[src/rtl/consmax_lut_loader.sv]
// -----------------------------------------------------------------------------
// consmax_lut_loader
//
// Purpose:
//   Sequencer that programs the two-bank ConSmax LUT from a byte stream coming
//   off the SPI configuration path. Byte pairs are packed little-endian into
//   16-bit FP words (1 sign, 8 exponent, 7 mantissa) and written one entry per
//   write strobe: bank0 entries 0..LUT_DEPTH-1, then bank1 entries
//   0..LUT_DEPTH-1. The consmax datapath ignores reads while lut_wen is high,
//   so dp_hold stalls its feed for the whole load.
//
// Optional feature (macro CONSMAX_LUT_CHECKSUM_EN):
//   When defined, an 8-bit running sum of every data byte is kept. After the
//   last word, one extra checksum byte is accepted. chk_err is raised when
//   (sum + checksum byte) mod 256 is non-zero. The LUT is written either way;
//   chk_err is advisory and stays set until the next cfg_start.
//   When undefined, there is no checksum state and chk_err is tied to 0.
//
// Ports:
//   clk        in   1            clock
//   rstn       in   1            synchronous active-low reset
//   cfg_start  in   1            start-load pulse (ignored while busy)
//   cfg_abort  in   1            abort-load pulse (ignored in IDLE/DONE)
//   in_data    in   8            config byte
//   in_valid   in   1            in_data valid
//   in_ready   out  1            loader can accept a byte
//   lut_waddr  out  LUT_ADDR+1   MSB = bank select, LSBs = entry index
//   lut_wen    out  1            LUT write strobe, one cycle per word
//   lut_wdata  out  LUT_DATA     packed FP word
//   dp_hold    out  1            stall request to the consmax datapath feed
//   busy       out  1            load in progress
//   done       out  1            one-cycle pulse when a load completes
//   chk_err    out  1            checksum mismatch, sticky until next start
// -----------------------------------------------------------------------------
module consmax_lut_loader #(
  parameter int IDATA_BIT = 8,
  parameter int LUT_DATA  = 16,
  parameter int LUT_ADDR  = IDATA_BIT >> 1,
  parameter int LUT_DEPTH = 2 ** LUT_ADDR
) (
  input  logic                clk,
  input  logic                rstn,
  input  logic                cfg_start,
  input  logic                cfg_abort,
  input  logic [7:0]          in_data,
  input  logic                in_valid,
  output logic                in_ready,
  output logic [LUT_ADDR:0]   lut_waddr,
  output logic                lut_wen,
  output logic [LUT_DATA-1:0] lut_wdata,
  output logic                dp_hold,
  output logic                busy,
  output logic                done,
  output logic                chk_err
);

  // Word counter spans both banks; its MSB is the bank select.
  localparam int              LAST_WORD_I = 2 * LUT_DEPTH - 1;
  localparam logic [LUT_ADDR:0] WCNT_LAST = LAST_WORD_I[LUT_ADDR:0];
  localparam logic [LUT_ADDR:0] WCNT_ONE  = {{LUT_ADDR{1'b0}}, 1'b1};
  localparam logic [LUT_ADDR:0] WCNT_ZERO = {(LUT_ADDR+1){1'b0}};

`ifdef CONSMAX_LUT_CHECKSUM_EN
  typedef enum logic [2:0] {
    ST_IDLE = 3'd0,
    ST_LO   = 3'd1,
    ST_HI   = 3'd2,
    ST_WR   = 3'd3,
    ST_CHK  = 3'd4,
    ST_DONE = 3'd5
  } state_t;
`else
  typedef enum logic [2:0] {
    ST_IDLE = 3'd0,
    ST_LO   = 3'd1,
    ST_HI   = 3'd2,
    ST_WR   = 3'd3,
    ST_DONE = 3'd5
  } state_t;
`endif

  // Modular byte sum used for the checksum accumulator.
  function automatic logic [7:0] sum8(input logic [7:0] a, input logic [7:0] b);
    sum8 = a + b;
  endfunction

  state_t                state_r;
  state_t                state_nx_s;
  logic [LUT_ADDR:0]     wcnt_r;
  logic [LUT_ADDR:0]     wcnt_nx_s;
  logic [7:0]            lo_r;
  logic [7:0]            lo_nx_s;
  logic [LUT_ADDR:0]     waddr_r;
  logic [LUT_ADDR:0]     waddr_nx_s;
  logic [LUT_DATA-1:0]   wdata_r;
  logic [LUT_DATA-1:0]   wdata_nx_s;
  logic                  in_ready_r;
  logic                  lut_wen_r;
  logic                  busy_r;
  logic                  done_r;
  logic                  xfer_s;
`ifdef CONSMAX_LUT_CHECKSUM_EN
  logic [7:0]            sum_r;
  logic [7:0]            sum_nx_s;
  logic                  chk_err_r;
  logic                  chk_err_nx_s;
`endif

  // in_ready_r already reflects LO/HI(/CHK), so this is a true handshake.
  assign xfer_s = in_valid & in_ready_r;

  // Next-state and datapath register updates for the load sequencer.
  always_comb begin
    state_nx_s = state_r;
    wcnt_nx_s  = wcnt_r;
    lo_nx_s    = lo_r;
    waddr_nx_s = waddr_r;
    wdata_nx_s = wdata_r;
`ifdef CONSMAX_LUT_CHECKSUM_EN
    sum_nx_s     = sum_r;
    chk_err_nx_s = chk_err_r;
`endif
    case (state_r)
      ST_IDLE: begin
        // Abort is meaningless here, so a simultaneous start still launches.
        if (cfg_start) begin
          state_nx_s = ST_LO;
          wcnt_nx_s  = WCNT_ZERO;
`ifdef CONSMAX_LUT_CHECKSUM_EN
          sum_nx_s     = 8'h00;
          chk_err_nx_s = 1'b0;
`endif
        end else begin
          state_nx_s = ST_IDLE;
        end
      end
      ST_LO: begin
        if (cfg_abort) begin
          state_nx_s = ST_IDLE;
          lo_nx_s    = 8'h00;
        end else if (xfer_s) begin
          lo_nx_s    = in_data;
          state_nx_s = ST_HI;
`ifdef CONSMAX_LUT_CHECKSUM_EN
          sum_nx_s = sum8(sum_r, in_data);
`endif
        end else begin
          state_nx_s = ST_LO;
        end
      end
      ST_HI: begin
        if (cfg_abort) begin
          // Drop the half-assembled word.
          state_nx_s = ST_IDLE;
          lo_nx_s    = 8'h00;
        end else if (xfer_s) begin
          wdata_nx_s = LUT_DATA'({in_data, lo_r});
          waddr_nx_s = wcnt_r;
          state_nx_s = ST_WR;
`ifdef CONSMAX_LUT_CHECKSUM_EN
          sum_nx_s = sum8(sum_r, in_data);
`endif
        end else begin
          state_nx_s = ST_HI;
        end
      end
      ST_WR: begin
        // Terminal compare precedes the increment so wcnt never wraps.
        if (cfg_abort) begin
          state_nx_s = ST_IDLE;
        end else if (wcnt_r == WCNT_LAST) begin
`ifdef CONSMAX_LUT_CHECKSUM_EN
          state_nx_s = ST_CHK;
`else
          state_nx_s = ST_DONE;
`endif
        end else begin
          wcnt_nx_s  = wcnt_r + WCNT_ONE;
          state_nx_s = ST_LO;
        end
      end
`ifdef CONSMAX_LUT_CHECKSUM_EN
      ST_CHK: begin
        if (cfg_abort) begin
          state_nx_s = ST_IDLE;
        end else if (xfer_s) begin
          chk_err_nx_s = (sum8(sum_r, in_data) != 8'h00);
          state_nx_s   = ST_DONE;
        end else begin
          state_nx_s = ST_CHK;
        end
      end
`endif
      ST_DONE: begin
        state_nx_s = ST_IDLE;
      end
      default: begin
        state_nx_s = ST_IDLE;
      end
    endcase
  end

  // State register.
  always_ff @(posedge clk) begin
    if (!rstn) begin
      state_r <= ST_IDLE;
    end else begin
      state_r <= state_nx_s;
    end
  end

  // Datapath registers and outputs; outputs are decoded from the next state
  // so each one lines up with the state it describes.
  always_ff @(posedge clk) begin
    if (!rstn) begin
      wcnt_r     <= WCNT_ZERO;
      lo_r       <= 8'h00;
      waddr_r    <= WCNT_ZERO;
      wdata_r    <= {LUT_DATA{1'b0}};
      in_ready_r <= 1'b0;
      lut_wen_r  <= 1'b0;
      busy_r     <= 1'b0;
      done_r     <= 1'b0;
    end else begin
      wcnt_r     <= wcnt_nx_s;
      lo_r       <= lo_nx_s;
      waddr_r    <= waddr_nx_s;
      wdata_r    <= wdata_nx_s;
`ifdef CONSMAX_LUT_CHECKSUM_EN
      in_ready_r <= (state_nx_s == ST_LO) || (state_nx_s == ST_HI) || (state_nx_s == ST_CHK);
`else
      in_ready_r <= (state_nx_s == ST_LO) || (state_nx_s == ST_HI);
`endif
      lut_wen_r  <= (state_nx_s == ST_WR);
      busy_r     <= (state_nx_s != ST_IDLE);
      done_r     <= (state_nx_s == ST_DONE);
    end
  end

`ifdef CONSMAX_LUT_CHECKSUM_EN
  // Checksum accumulator and sticky mismatch flag.
  always_ff @(posedge clk) begin
    if (!rstn) begin
      sum_r     <= 8'h00;
      chk_err_r <= 1'b0;
    end else begin
      sum_r     <= sum_nx_s;
      chk_err_r <= chk_err_nx_s;
    end
  end

  assign chk_err = chk_err_r;
`else
  assign chk_err = 1'b0;
`endif

  // DONE lasts one cycle after the final write, so dp_hold (= busy) covers
  // the datapath's registered copy of lut_wen.
  assign in_ready  = in_ready_r;
  assign lut_wen   = lut_wen_r;
  assign lut_waddr = waddr_r;
  assign lut_wdata = wdata_r;
  assign busy      = busy_r;
  assign dp_hold   = busy_r;
  assign done      = done_r;

endmodule
[config.mk]
export PLATFORM = sky130hd
export DESIGN_NAME = consmax_lut_loader
export DESIGN_NICKNAME = d
export VERILOG_FILES = /design/src/rtl/consmax_lut_loader.sv
export SDC_FILE = /design/constraint.sdc
export NUM_CORES = 1
export LEC_CHECK = 0
export CELL_PAD_IN_SITES_DETAIL_PLACEMENT = 1
export CELL_PAD_IN_SITES_GLOBAL_PLACEMENT = 2
export CORE_ASPECT_RATIO = 1.2
export CORE_UTILIZATION = 31
export DETAILED_ROUTE_END_ITERATION = 8
export PLACE_DENSITY_LB_ADDON = 0.25
export SLEW_MARGIN = 20
export SYNTH_ARGS = -nofsm -noshare
export SYNTH_HDL_FRONTEND = slang
export SYNTH_SLANG_ARGS = --single-unit
[constraint.sdc]
create_clock -name clk -period 3.35 [get_ports clk]
set_input_delay 0.67 -clock clk [delete_from_list [all_inputs] [get_ports clk]]
set_output_delay 0.67 -clock clk [all_outputs]
set_load 0.02 [all_outputs]
==> results of run 1 <==
worst reg2reg max path, stage by stage (launching register included):
cell and delay [ps]:
dfxtp_1 610, or4b_1 820, o21ai_0 300, a21oi_1 100
placed cells by master, fill, tap and decap left out, types with 3 or more instances in the layout:
cell	n
nand3_1	22
clkdlybuf4s50_1	38
nand2_1	20
dfxtp_1	41
o21ai_1	4
buf_4	4
nor3_1	3
o21ai_0	17
o22ai_1	9
and3_1	3
a21oi_1	24
clkbuf_8	6
final cells by class:
class                           count  area [um2]
Fill cell                         634        3110
Clock inverter                      1        30.0
Sequential cell                    41         821
Timing Repair Buffer               42         410
Clock buffer                        7        86.3
Inverter                            3        11.3
Multi-Input combinational cell    136         822
Tap cell                           62        77.6
registers in the layout, indices dropped and copies added (netlist names):
signal / count
lut_wdata: 16
lo_r: 8
lut_waddr: 5
wcnt_r: 5
state_r: 3
busy: 1
done: 1
in_ready: 1
lut_wen: 1
per-layer routing:
| layer | vias up | part of all wire |
|---|---|---|
| met4 | 0 | 0.014 |
| met1 | 733 | 0.43 |
| met2 | 31 | 0.51 |
| met5 | - | 0 |
| met3 | 5 | 0.045 |
| li1 | 774 | - |
power groups by stage:
stage | combinational, W | sequential, W | clock, W
after floorplan | 0.0000429 | 0.000507 | 0
after global placement | 0.0000714 | 0.000508 | 0
after detailed placement | 0.0000725 | 0.000508 | 0
after CTS | 0.0000727 | 0.000496 | 0.000424
after global routing | 0.0000785 | 0.000498 | 0.000448
final | 0.0000718 | 0.000497 | 0.000412
worst max path at each step:
stage,start,end
floorplan,cfg_abort,lut_wdata[11]
global placement,cfg_abort,lut_waddr[0]
detailed placement,cfg_abort,lut_wdata[12]
CTS,cfg_abort,lut_wdata[12]
global route,cfg_abort,lut_waddr[3]
finish,cfg_abort,lut_wdata[12]
cell families after synthesis:
family	Yosys count	synth area share
AO/OA/AOI/OAI	64	0.213
buffers and inverters	22	0.0628
AND/OR/NAND/NOR	67	0.228
adder cells (fa/ha/maj)	2	0.0143
multiplexers	1	0.00642
XOR/XNOR	1	0.00500
other	1	0.00214
flip-flops	41	0.468
through the flow:
stage	util	instance area [um2]	cells
2_1_floorplan	-	1750	199
3_3_place_gp	0.399	2140	284
3_5_place_dp	0.399	2140	284
4_1_cts	0.421	2260	292
5_1_grt	0.421	2260	292
6_report	0.421	2260	292
synthesized netlist by cell type (all sizes together):
cell     instances
nand2b           2
or4b             2
dfxtp           41
and3             3
nor3             3
and3b            2
and4b            2
nand4b           2
nor2b            1
xnor2            1
nand3           22
buf              9
o32ai            1
clkinv           1
nor4b            2
inv              2
mux2             1
clkbuf          10
a21oi           24
o21ai           21
o22ai           10
a211oi           3
nand4bb          1
or3b             1
o21bai           1
a22o             2
conb             1
ha               2
a211o            1
o31a             1
nor2             1
and2             2
nand2           20
and4bb           1
==> out/results.ini, run 1 <==
[timing]
slew_headroom=0.568
fin_hold_ws_ps=463
fin_crit_sh=0.719
slew_violations=0
finalHoldViolations=0
setup_violations=0
fin_ws_ps=940
worst_pin_slew_ps=647
rsz0062_at_grt=false
finalSetupTns_ps=0
clock-skew-final_ps=4.53
fmax_mhz=415
period_needed_ps=2410

[yosys]
synth.top_cell.area_share=0.468
synth_area_um2=1750
ys_seq_area_frac=0.468
synth.ff_latch_count=41
postSynthCellCount=199
avgSynthCellArea_um2=8.81
yosys.area.top_type=dfxtp_1
synthesis.nets=214
ys_top_cells_by_area=dfxtp_1 (47%), a21oi_1 (6.9%), nand3_1 (6.3%)
synth_cell_types=41
synth_warnings=0

[job]
cap_viol_max_count=0

[clock_tree]
cts_resized=0
clockBufferDepth=2
numCtsBuffers=5
clockRootBuffer=clkbuf_8
htree_levels=2
cts_setup_buffers=0
clock_latency_ps=300
cts-hold-fix-buffers=0
cts_sinks=41
clk_pin_slew_ps=80
cts_tree=yes

[floorplanning]
coreArea_um2=5370
initial_core_util=0.326
die_x_um=70.6
io_pins=40
die-height_um=84.4
num_rows=29
die_area_um2=5960

[critical_path]
ff2ff_setup_slack_ps=1420
worstReg2RegEnd=lut_wdata[12]
reg2reg_depth=3
path_cells=clkdlybuf4s50_1 -> or4b_1 -> o21ai_0 -> a21oi_1
crit_path_max_incr_delay_ps=930
cp_max_fo=21
crit_slowest_cell=or4b_1
worstSetupStartpointType=input pin
crit_type=input pin to flop
r2r-start=state_r[1]
critical_path_depth=4
required_ps=3530
path_buf_inv=1
critPathTopFamily=simple AND/OR/NAND/NOR gates
end_kind=flop
arrival_ps=2590

[grt]
grt_usage=0.169
busiest_layer=met2
use_met2=0.294
antenna_found_initial=0
use_met1=0.201
overflow=0
grt_util_met3=0.0444
grt_pass1_wl_mm=7.84
grt_max_degree=24
grt_pass1_vias=1573

[place]
globalplace.congestion=0.776
dp_hpwl_mm=3.35
place_ws_ps=608
port_buffers=38

[power_and_ir_drop]
p_sw_frac=0.220
total_power_w=0.000980
switchingPower_w=0.000216
internal_power_w=0.000765
ir_drop_mv=0.201
power_density_nw_per_um2=434
p_clk_frac=0.420
p_seq_frac=0.507
combPwrFrac=0.073
power.leakage_nw=0.780

[detailed_routing]
routed_wl_mm=4.68
drc=10
drtAntennaViolNets=0
routed-via-count=1543
dr.pass1.iters=6
vias_per_cell=5.28
initialDrtViolationCount=49
wire_per_inst_um=16.0

[cells_and_area]
antenna_cells=0
nets=244
syn_to_final_growth_pct=28.8
drive_gt1_frac=0.0696

[min_path]
hold_end=lut_wdata[3]
holdCritPathClass=flop to flop
hold_path_depth=2
worstHoldStart=lo_r[3]

[run_status]
status=finished with violations
violations=design-rule violations

Note: power is estimated with default switching activity, not from simulation.
==> inputs of run 2 (changes only) <==
Settings changed: CORE_UTILIZATION 31 to 26.
Clock period 3.35 ns to 1.95 ns, I/O delays scaled along.
==> out/results.ini, run 2 (synthesized netlist as in run 1, its figures left out) <==
[detailed_routing]
routed-via-count=1563
wire_per_inst_um=14.6
drc=0
vias_per_cell=4.81
dr.pass1.iters=4
drtAntennaViolNets=0
routed_wl_mm=4.74
initialDrtViolationCount=74

[cells_and_area]
final_cell_mix=dfxtp_1 (41), clkdlybuf4s50_1 (38), a21oi_1 (24), nand3_1 (22), nand2_1 (20)
layout_commonest_cell=dfxtp_1
design_area_um2=2370
fillerInstances=780
syn_to_final_growth_pct=35.0
seqCellArea_um2=821
drive_gt1_frac=0.113
nets=254
antenna_cells=0
largest_register_ffs=16
multiInputGateArea_um2=827

[timing]
clock-skew-final_ps=6.08
fmax_mhz=583
slew_violations=0
finalHoldViolations=0
setup_violations=0
fin_crit_sh=0.880
rsz0062_at_grt=false
period_needed_ps=1720
fin_hold_ws_ps=471

[critical_path]
critical_path_depth=7
path_buf_inv=2
end_kind=flop
ff2ff_setup_slack_ps=230
crit_slowest_cell=dfxtp_1
crit_path_max_incr_delay_ps=390
reg2reg_depth=7
critPathMostFrequentCell=ha_1
critPathLaunch=wcnt_r[1]
r2r-start=wcnt_r[1]
critPathTopFamily=compound AO/OA/AOI/OAI gates
arrival_ps=1950
worstReg2RegEnd=wcnt_r[1]
crit_path_end=wcnt_r[1]
required_ps=2190
cp_max_fo=4
crit_type=flop to flop
path_cells=ha_1 -> and3_1 -> ha_1 -> buf_4 -> inv_1 -> a211oi_2 -> a22o_1
worstSetupStartpointType=flop

[clock_tree]
cts_tree=yes
clockBufferDepth=2
cts_resized=0
htree_levels=2
cts-hold-fix-buffers=0
clock_latency_ps=300
cts_sinks=41
cts_setup_buffers=0
clockRootBuffer=clkbuf_8
numCtsBuffers=5
clk_pin_slew_ps=80

[grt]
grt_max_degree=26
grt_pass1_vias=1564
grt_pass1_wl_mm=7.94
overflow=0
grt_usage=0.143
use_met2=0.243
antenna_found_initial=0
busiest_layer=met2
use_met1=0.176
grt_util_met3=0.0269

[place]
port_buffers=38
dp_hpwl_mm=3.27
globalplace.congestion=0.754
place_area_um2=2250

[power_and_ir_drop]
ir_drop_mv=0.298
power_density_nw_per_um2=719
power.leakage_nw=0.832

[min_path]
holdCritPathClass=flop to flop

[floorplanning]
num_rows=32
die_area_um2=7080
io_pins=40
die_x_um=77.0
die-height_um=91.9
initial_core_util=0.270
coreArea_um2=6490

[run_status]
status=finished, final reports clean

[job]
cap_viol_max_count=0

==> run 2: area by class of cell <==
class / instances / area share
timing repair buffer: 52 / 0.205
tap: 85 / 0.0449
clock buffer: 7 / 0.0365
inverter: 3 / 0.00476
clock inverter: 1 / 0.0127
multi-input combinational: 136 / 0.349
sequential: 41 / 0.347
==> run 2: power by group <==
part           internal, W  leakage [nW]  switching, W
clock             0.000418        0.0585      0.000297
combinational    0.0000621         0.443     0.0000782
sequential        0.000843         0.331    0.00000540
==> run 2: per-layer routing <==
| layer | routed length, um | up-vias |
|---|---|---|
| met5 | 0 | - |
| met4 | 72 | 0 |
| met3 | 117 | 4 |
| met2 | 2290 | 29 |
| met1 | 2260 | 734 |
| li1 | - | 796 |
==> run 2: worst register-to-register path: cells and delay by family, from the launching register on <==
family,cells,cell delay [ps]
AO/OA/AOI/OAI,2,550
flip-flops,1,390
adder cells (fa/ha/maj),2,370
buffers and inverters,2,180
AND/OR/NAND/NOR,1,170
==> run 2: per-stage QoR <==
step	instances	setup WS, ps	utilization	total power (W)	setup TNS (ps)
CTS	325	110	0.364	0.00174	0
detailed placement	317	-53.0	0.346	0.00101	-450
floorplan	199	366	-	0.000944	0
global route	325	45.6	0.365	0.00178	0
finish	325	234	0.365	0.00170	0
global placement	317	-25.1	0.346	0.00101	-180
==> run 2: worst min path at each step <==
stage	slack (ps)	depth (start not counted)	endpoint	start
after detailed placement	460	2	lo_r[3]	lo_r[3]
after global routing	510	2	lo_r[0]	lo_r[0]
after global placement	460	2	lo_r[0]	lo_r[0]
after floorplan	440	2	lut_wdata[0]	lo_r[0]
after CTS	470	2	lut_wdata[0]	lo_r[0]
final	470	2	lut_wdata[0]	lo_r[0]
==> inputs of run 3 (changes only) <==
Settings changed: CORE_MARGIN set to 2.
==> out/results.ini, run 3 (synthesized netlist as in run 1, its figures left out) <==
[run_status]
status=finished, final reports clean

[floorplanning]
die_area_um2=7420
initial_core_util=0.270
die-height_um=93.9
coreArea_um2=6490
num_rows=32
io_pins=40
die_x_um=79.0

[min_path]
hold_end=lo_r[0]
hold_path_depth=2
holdCritPathClass=flop to flop
worstHoldStart=lo_r[0]

[critical_path]
crit_type=flop to primary output
crit_slowest_cell=clkdlybuf4s50_1
ff2ff_setup_slack_ps=260
crit_path_max_incr_delay_ps=630
arrival_ps=1320
r2r-start=wcnt_r[0]
worstSetupStartpointType=flop
required_ps=1560
end_kind=primary output
reg2reg_depth=6
path_cells=clkdlybuf4s50_1
critPathTopFamily=buffers and inverters
worstReg2RegEnd=wcnt_r[0]
cp_max_fo=5
path_buf_inv=1

[detailed_routing]
routed-via-count=1600
vias_per_cell=4.94
routed_wl_mm=4.80
wire_per_inst_um=14.8
initialDrtViolationCount=68
dr.pass1.iters=4
drc=0
drtAntennaViolNets=0

[clock_tree]
clockBufferDepth=2
clockRootBuffer=clkbuf_8
cts_tree=yes
clock_latency_ps=290
cts_setup_buffers=0
cts-hold-fix-buffers=0
cts_sinks=41
htree_levels=2
numCtsBuffers=5
clk_pin_slew_ps=80
cts_resized=0

[timing]
clock-skew-final_ps=8.86
finalSetupTns_ps=0
period_needed_ps=1710
finalHoldViolations=0
fmax_mhz=584
slew_violations=0
fin_crit_sh=0.878
fin_hold_ws_ps=471
setup_violations=0
rsz0062_at_grt=false

[power_and_ir_drop]
power.leakage_nw=0.827
ir_drop_mv=0.328
power_density_nw_per_um2=719
total_power_w=0.00170

[cells_and_area]
drive_gt1_frac=0.105
fillerInstances=766
final_cell_mix=dfxtp_1 (41), clkdlybuf4s50_1 (38), a21oi_1 (24), nand3_1 (22), nand2_1 (20)
largest_register_ffs=16
syn_to_final_growth_pct=35.0
layout_commonest_cell=dfxtp_1
nets=253
antenna_cells=0
final_cells=324

[grt]
grt_pass1_wl_mm=8.17
antenna_found_initial=0
grt_usage=0.141
grt_pass1_vias=1642
grt_max_degree=26
overflow=0

[place]
globalplace.congestion=0.751
port_buffers=38
dp_hpwl_mm=3.26
placed_cells=316

[job]
cap_viol_max_count=0

run 3: cell count changes in the layout (fill, tap and decap cells not counted), sizes merged:
cell  change
buf       -1
run 3: power breakdown:
group	internal (W)	leakage, nW	switching (W)
Clock	0.000418	0.0585	0.000293
Sequential	0.000843	0.331	0.00000507
Combinational	0.0000635	0.438	0.0000795
run 3: worst max path at each step:
stage / from / endpoint / slack [ps] / depth (start not counted)
2_1_floorplan: wcnt_r[0] / wcnt_r[0] / 370 / 6
5_1_grt: wcnt_r[0] / wcnt_r[0] / 130 / 6
3_3_place_gp: cfg_abort / lo_r[2] / -20 / 4
3_5_place_dp: cfg_abort / lo_r[5] / -60 / 4
6_report: in_ready / in_ready / 240 / 1
4_1_cts: in_ready / in_ready / 210 / 1
run 3: stage by stage:
step | setup WS, ps | util | cell area, um2
floorplan | 366 | - | 1750
global placement | -15.8 | 0.347 | 2250
detailed placement | -56.3 | 0.347 | 2250
CTS | 212 | 0.365 | 2370
global route | 127 | 0.365 | 2370
finish | 237 | 0.365 | 2370
run 3: per-layer routing:
layer  global-route usage  vias up  part of all wire
met5                    0        -                 0
met4               0.0517        0             0.010
met3               0.0317        2             0.025
met2                0.236       31              0.50
met1                0.177      771              0.46
li1                     -      796                 -
run 3: cell type report:
type / instances / area, um2 / area share
repair buffers: 51 / 490 / 0.207
well taps: 85 / 106 / 0.0449
flip-flops and latches: 41 / 821 / 0.347
multi-input cells: 136 / 822 / 0.347
clock buffers: 7 / 86.3 / 0.0365
inverters: 3 / 11.3 / 0.00476
clock inverters: 1 / 30.0 / 0.0127
